`src/rtl/vga_console.sv`:
```
// Text console writer: takes character bytes and turns them into bus writes
// into a ROWS x COLS text RAM window. It handles the cursor, newline,
// backspace, carriage return, clear screen and scroll. After every byte it
// publishes the cursor position to two registers just below VIDEO_ADDR+'h1000.

`ifndef VIDEO_ADDR
`define VIDEO_ADDR 32'h0001_0000
`endif

module vga_console #(
    parameter logic [31:0] VIDEO_ADDR = `VIDEO_ADDR,
    parameter int          ROWS       = 32,
    parameter int          COLS       = 64
) (
    input  logic                    clk,
    input  logic                    reset,
    input  logic                    in_valid,
    input  logic [7:0]              in_data,
    output logic                    in_ready,
    output logic                    strobe,
    output logic                    rw,
    output logic [31:0]             addr,
    output logic [31:0]             d_out,
    input  logic [31:0]             d_in,
    output logic [$clog2(ROWS)-1:0] cur_row,
    output logic [$clog2(COLS)-1:0] cur_col,
    output logic                    busy
);

    localparam int ROW_W = $clog2(ROWS);
    localparam int COL_W = $clog2(COLS);
    localparam int IDX_W = $clog2(ROWS * COLS + 1);

    localparam logic [ROW_W-1:0] ROW_LAST = ROW_W'(ROWS - 1);
    localparam logic [COL_W-1:0] COL_LAST = COL_W'(COLS - 1);
    localparam logic [IDX_W-1:0] SCR_LAST = IDX_W'((ROWS - 1) * COLS - 1);
    localparam logic [IDX_W-1:0] FIL_LAST = IDX_W'(COLS - 1);
    localparam logic [IDX_W-1:0] CLR_LAST = IDX_W'(ROWS * COLS - 1);

    // Cursor registers sit just below the 4 KiB boundary above the text RAM.
    localparam logic [31:0] CURX_ADDR = VIDEO_ADDR + 32'h0000_1000 - 32'd2;
    localparam logic [31:0] CURY_ADDR = VIDEO_ADDR + 32'h0000_1000 - 32'd3;
    localparam logic [31:0] LAST_ROW_ADDR = VIDEO_ADDR + 32'((ROWS - 1) * COLS);

    typedef enum logic [2:0] {
        IDLE,
        PUT,
        SCR_RD,
        SCR_WR,
        FILL,
        CLR,
        CURX,
        CURY
    } state_t;

    state_t             state_q, state_d;
    logic [ROW_W-1:0]   row_q, row_d;
    logic [COL_W-1:0]   col_q, col_d;
    logic [7:0]         data_q, data_d;
    logic [IDX_W-1:0]   idx_q, idx_d;

    // Only the low byte of read data carries a character.
    logic unused_d_in_hi;
    assign unused_d_in_hi = ^d_in[31:8];

    assign in_ready = (state_q == IDLE);
    assign busy     = (state_q != IDLE);
    assign cur_row  = row_q;
    assign cur_col  = col_q;

    // State, cursor, latched character and sweep index registers.
    always_ff @(posedge clk or posedge reset) begin
        if (reset) begin
            state_q <= IDLE;
            row_q   <= '0;
            col_q   <= '0;
            data_q  <= '0;
            idx_q   <= '0;
        end else begin
            state_q <= state_d;
            row_q   <= row_d;
            col_q   <= col_d;
            data_q  <= data_d;
            idx_q   <= idx_d;
        end
    end

    // Next-state, cursor arithmetic and bus drive for every state.
    always_comb begin
        state_d = state_q;
        row_d   = row_q;
        col_d   = col_q;
        data_d  = data_q;
        idx_d   = idx_q;
        strobe  = 1'b0;
        rw      = 1'b0;
        addr    = 32'h0;
        d_out   = 32'h0;

        case (state_q)
            IDLE: begin
                if (in_valid) begin
                    data_d = in_data;
                    case (in_data)
                        8'h08: begin
                            if (col_q != '0) col_d = col_q - COL_W'(1);
                            state_d = CURX;
                        end
                        8'h0A: begin
                            col_d = '0;
                            if (row_q == ROW_LAST) begin
                                idx_d   = '0;
                                state_d = SCR_RD;
                            end else begin
                                row_d   = row_q + ROW_W'(1);
                                state_d = CURX;
                            end
                        end
                        8'h0C: begin
                            idx_d   = '0;
                            state_d = CLR;
                        end
                        8'h0D: begin
                            col_d   = '0;
                            state_d = CURX;
                        end
                        default: state_d = PUT;
                    endcase
                end
            end
            PUT: begin
                strobe = 1'b1;
                rw     = 1'b1;
                addr   = VIDEO_ADDR + 32'(row_q) * 32'(COLS) + 32'(col_q);
                d_out  = {24'h0, data_q};
                if (col_q == COL_LAST) begin
                    col_d = '0;
                    if (row_q == ROW_LAST) begin
                        idx_d   = '0;
                        state_d = SCR_RD;
                    end else begin
                        row_d   = row_q + ROW_W'(1);
                        state_d = CURX;
                    end
                end else begin
                    col_d   = col_q + COL_W'(1);
                    state_d = CURX;
                end
            end
            SCR_RD: begin
                strobe  = 1'b1;
                addr    = VIDEO_ADDR + 32'(COLS) + 32'(idx_q);
                state_d = SCR_WR;
            end
            SCR_WR: begin
                strobe = 1'b1;
                rw     = 1'b1;
                addr   = VIDEO_ADDR + 32'(idx_q);
                d_out  = {24'h0, d_in[7:0]};
                if (idx_q == SCR_LAST) begin
                    idx_d   = '0;
                    state_d = FILL;
                end else begin
                    idx_d   = idx_q + IDX_W'(1);
                    state_d = SCR_RD;
                end
            end
            FILL: begin
                strobe = 1'b1;
                rw     = 1'b1;
                addr   = LAST_ROW_ADDR + 32'(idx_q);
                d_out  = 32'h20;
                if (idx_q == FIL_LAST) state_d = CURX;
                else                   idx_d   = idx_q + IDX_W'(1);
            end
            CLR: begin
                strobe = 1'b1;
                rw     = 1'b1;
                addr   = VIDEO_ADDR + 32'(idx_q);
                d_out  = 32'h20;
                if (idx_q == CLR_LAST) begin
                    row_d   = '0;
                    col_d   = '0;
                    state_d = CURX;
                end else begin
                    idx_d = idx_q + IDX_W'(1);
                end
            end
            CURX: begin
                strobe  = 1'b1;
                rw      = 1'b1;
                addr    = CURX_ADDR;
                d_out   = 32'(col_q) + 32'd1;
                state_d = CURY;
            end
            CURY: begin
                strobe  = 1'b1;
                rw      = 1'b1;
                addr    = CURY_ADDR;
                d_out   = 32'(row_q);
                state_d = IDLE;
            end
            default: state_d = IDLE;
        endcase
    end

endmodule

```
`config.mk`:
```
export PLATFORM = sky130hd
export DESIGN_NAME = vga_console
export DESIGN_NICKNAME = d
export VERILOG_FILES = /design/src/rtl/vga_console.sv
export SDC_FILE = /design/constraint.sdc
export NUM_CORES = 1
export LEC_CHECK = 0
export BUFFER_PORTS_ARGS = -buffer_cell sky130_fd_sc_hd__buf_2
export CAP_MARGIN = 25
export CORE_AREA = 8 8 89 91
export CTS_CLUSTER_SIZE = 30
export DETAILED_ROUTE_END_ITERATION = 10
export DIE_AREA = 0 0 97 99
export PLACE_DENSITY = 0.85
export SYNTH_ARGS = -nofsm -noshare
export SYNTH_HDL_FRONTEND = slang
export SYNTH_SLANG_ARGS = --single-unit
```
`constraint.sdc`:
```
create_clock -name clk -period 6.4 [get_ports clk]
set_input_delay 1.28 -clock clk [delete_from_list [all_inputs] [get_ports clk]]
set_output_delay 1.28 -clock clk [all_outputs]
set_load 0.05 [all_outputs]
```
# --- Word level (Yosys, flattened, before mapping) ---
# Index checks and enable logic that the tools add are counted.
word_totals:
  wordCells: 89
  reg_bits: 34
  n_memories: 0
  romBits: 0
  mem_bits_rw: 0
  latchBits: 0
op_classes:
  div_mod_pow: 0
  magnitude_cmp: 0
  n_reduce_logical: 16
  shift: 0
  bitwise_logic: 0
  mux: 32
  add_sub_neg: 10
  n_mul: 0
  eq_ne: 26
op_table:
  columns: ["cell", "count"]
  rows:
  - ["$pmux 19 s6", 1]
  - ["$mux 12", 6]
  - ["$pmux 12 s5", 1]
  - ["$add 17x12->18 const A", 3]
  - ["$pmux 8 s5", 1]
  - ["$eq 8x4->1 const B", 4]
  - ["$mux 5", 5]
  - ["$eq 12x11->1 const B", 2]
  - ["$mux 6", 4]
  - ["$pmux 12 s2", 1]
  - ["$pmux 3 s8", 1]
  - ["$add 18x6->19", 1]
  - ["$add 17x11->18 const A", 1]
  - ["$mux 3", 6]
  - ["$pmux 6 s3", 1]
  - ["$pmux 5 s3", 1]
  - ["$add 12x1->12 const B", 1]
  - ["$eq 12x6->1 const B", 1]
  - ["$eq 3x3->1 const B", 4]
  - ["$ne 2x2->1 const B", 6]
  - ["$pmux 6 s2", 1]
  - ["$reduce_and 5->1", 2]
  - ["$pmux 3 s3", 1]
  - ["$reduce_or 2->1", 4]
  - ["22 further kinds", 25]

# --- Depth between registers and ports, before layout ---
logic_depth:
  word_depth: 5
  ltp_mapped: 9

# --- Worst setup path before layout ---
# Ideal clock, no wire load.
synth_timing:
  path_type: "register to output"
  start: "register state_q[0]"
  end: "output addr[10]"
  slack_ns: 2.415
  t_required_ns: 5.120
  path_stages_with_launch: 10
  n_path_buf: 1
  arrival_ns: 2.705
  path_cell_list: "dfrtp_1 -> buf_2 -> nor3b_2 -> xnor2_1 -> ha_1 -> or3_1 -> a21oi_1 -> nor2_1 -> mux2i_1 -> o221ai_1"
synth_between:
  elab_chain_cells: 3
  word_cells_on_any_way: 9
  classes_between: "7 x eq/ne; 1 x mux; 1 x reduce/logical"
synth_rtl:
  columns: ["element", "line_no", "rtl"]
  rows:
  - ["start: declaration", "56", "state_t state_q, state_d;"]
  - ["start signal: assignment", "80", "state_q <= state_d;"]
  - ["$eq 3x3->1 or $eq 3x2->1 (tied branches)", "100", "case (state_q)"]
  - ["$reduce_or 2->1 (no line)", null, null]
  - ["$pmux 19 s6 (*)", "100", null]
  - ["end: declaration", "22", "output logic [31:0] addr,"]
# Every way passes the cells marked *; elsewhere a longest branch is shown, timed or not.

# --- Worst setup path in the final report ---
layout_timing:
  start: "register state_q[1]"
  end: "output addr[10]"
# Same word-level chain as after synthesis.

==> out/qor.csv <==
metric,value,unit
ant_nets,0,
grt_max_degree,44,
grt_antenna_before_repair,0,
grt.busiest_layer,met2,
asyncSetResetFlopFracSynth,100.0,%
clock_path_buffers,2,
crit_fanout,34,
ys_ff_latch,34,
yosysWarningCount,0,
yosysTopAreaCellShare,24.67,%
vias_per_cell,6.296,
holdBufCountCts,0,
drt_first_pass_iters,5,
routabilityCongestion,0.8967,
cts.sinks,34,
path_clk_slew,0.07,ns
die_y,99,um
critPathCaptureType,primary output,
hold_viol,0,
syn_area_per_cell,8.289,sq um
ff2ff_path_depth,6,
drcViolationCount,0,
grt_setup_unrepaired,false,
via_count,3362,
critPathRequiredTime,5.12,ns
synth_edf_count,0,
grt_pass1_vias,3436,
drt-initial-drc-count,317,
ys_seq_area_share,24.67,%
arrival,3.01,ns
coreArea,0.006569,sq mm
fin_crit,4.289,ns
finClkSkew,0.006537,ns
num_rows,30,
start_util,52.50,%
slowest_delay,0.45,ns
cts_setup_buffers,0,
syn_inst,416,
status,finished clean,
synthFlopType,dfrtp_1,
root_buffer,clkbuf_8,
finish.net_count,503,
worstMarginPinSlew,1.038,ns
grt_pass1_wl,17170,um
fmax,0.2332,GHz
hold_class,reg2reg,
syn2layout_area_growth,5.769,%
clock_latency,0.29,ns
cts_tree,built,
setup_viol,0,
gr-usage-all-layers,21.01,%
path_buf_inv,2,
grt_use_met3,5.878,%
drv_cap,0,
holdPathStages,1,
synth_cell_types,74,
n_antenna_cell,0,
htree_levels,2,
synth_area,0.003448,sq mm
worst-setup-path-type,reg2out,
synth_top_cell_by_area,dfrtp_1,
drv_slew,0,
crit_chain,buf_4 -> nor3b_2 -> xnor2_1 -> ha_1 -> or3_1 -> a21oi_1 -> nor2_1 -> mux2i_1 -> o221ai_1 -> buf_2,
io_pins,122,
slowest_stage,nor3b_2,
netlist_top_cells_area,"dfrtp_1 25%, buf_4 9.6%, a21oi_1 3.5%",
relSlewSlack,30.66,%
die-area,0.009603,sq mm
fp.dieW,97,um
gr-total-overflow,0,
drt_wl_total,10130,um
whs_endpoint,data_q[7],
port-buffer-count,55,
start_kind,flip-flop,
dp_hpwl,7501,um
grt_use_met1,24.93,%
period_share,67.01,%
drive_above_1_share,21.37,%
use_met2,35.26,%
fin_tns_setup,0,ns
avgRoutedWirePerCell,18.98,um
crit_cells,10,
rr_startpoint,state_q[2],
crit_family,simple AND/OR/NAND/NOR gates,
rrSetupSlack,3.48,ns
cts_buffers,5,
r2r_end,idx_q[11],
hp-start,data_q[7],
ctsResizeCount,0,
[metrics by stage]
step                      setup WS, ns  utilization, %  hold WS [ns]  cell area (sq um)  cells
final                            2.111           55.52        0.5131               3647    534
after CTS                        2.141           55.52        0.5182               3647    534
after global placement           2.529           54.13        0.4939               3556    526
after floorplan                  2.415               -        0.4799               3602    457
after global routing             1.954           55.52        0.5316               3647    534
after detailed placement         2.480           54.13        0.5033               3556    526
[synthesized netlist by cell type, types with 3 or more instances]
master and number:
mux2_2 9, o21ai_0 20, o2bb2ai_1 3, nand3b_1 3
inv_1 17, nand2_1 27, nor4_1 3, o22ai_1 5
a41oi_1 5, mux2_1 5, buf_4 44, a21oi_1 24
nand2b_1 7, a221oi_1 7, o211ai_1 7, xnor2_1 4
mux2i_1 8, xor2_1 6, nor3_1 6, or3_1 7
nor4_2 3, a31oi_1 14, and2_1 3, a22o_1 3
o221ai_1 4, nor2_1 23, clkbuf_1 8, buf_2 15
nand4_1 6, and3_1 7, nor2b_1 4, nand3_1 15
dfrtp_1 34, ha_1 7, nor3b_1 3, a21boi_0 3
[worst max path at each step]
stage | start | to
floorplan | state_q[0] | addr[10]
global placement | state_q[1] | addr[10]
detailed placement | state_q[1] | addr[10]
CTS | state_q[1] | addr[10]
global route | state_q[1] | addr[10]
finish | state_q[1] | addr[10]
[cell families after synthesis]
kind of cell / after synthesis / share of synthesized area [%]
other cells: 1 / 0.1087
fa+ha+maj: 7 / 2.540
simple gates: 130 / 21.63
compound gates: 123 / 26.02
xor+xnor: 10 / 2.540
mux: 23 / 7.329
flops: 34 / 24.67
buf+inv: 88 / 15.17
[per-layer routing]
metal | vias to the layer above | wire [um]
met2 | 192 | 5005
met1 | 1613 | 4000
li1 | 1536 | -
met3 | 21 | 893
met5 | - | 0
met4 | 0 | 234
[layout by cell type (no fill, tap or decap), types with 4 or more instances in the layout]
cell and count:
nand2b_1 7, nand3_1 15, ha_1 7, xor2_1 6, nand2_1 27, nor3_1 6, a221oi_1 7, o211ai_1 7
clkbuf_8 6, and3_1 7, a41oi_1 5, mux2_1 5, or3_1 7, buf_2 55, conb_1 42, nor2_1 23
o21ai_0 20, mux2_2 9, dfrtp_1 34, a21oi_1 24, a31oi_1 14, xnor2_1 4, mux2i_1 8, o221ai_1 4
nor2b_1 4, inv_1 17, nand4_1 6, o22ai_1 5, buf_4 5
[state kept, by name, summed over array words and instances, names as in the netlist]
name	cells
cur_col	6
cur_row	5
data_q	8
idx_q	12
state_q	3
[layout make-up]
type,instances,area [sq um]
clock buffers,7,86.33
clock inverters,1,5.005
repair buffers,60,312.8
fillers,619,2922
flip-flops and latches,34,850.8
inverters,17,63.81
multi-input cells,335,2228
well taps,80,100.1
Power is not shown: default switching activity piles up to over one toggle a cycle in this logic, so the estimate is an artifact.
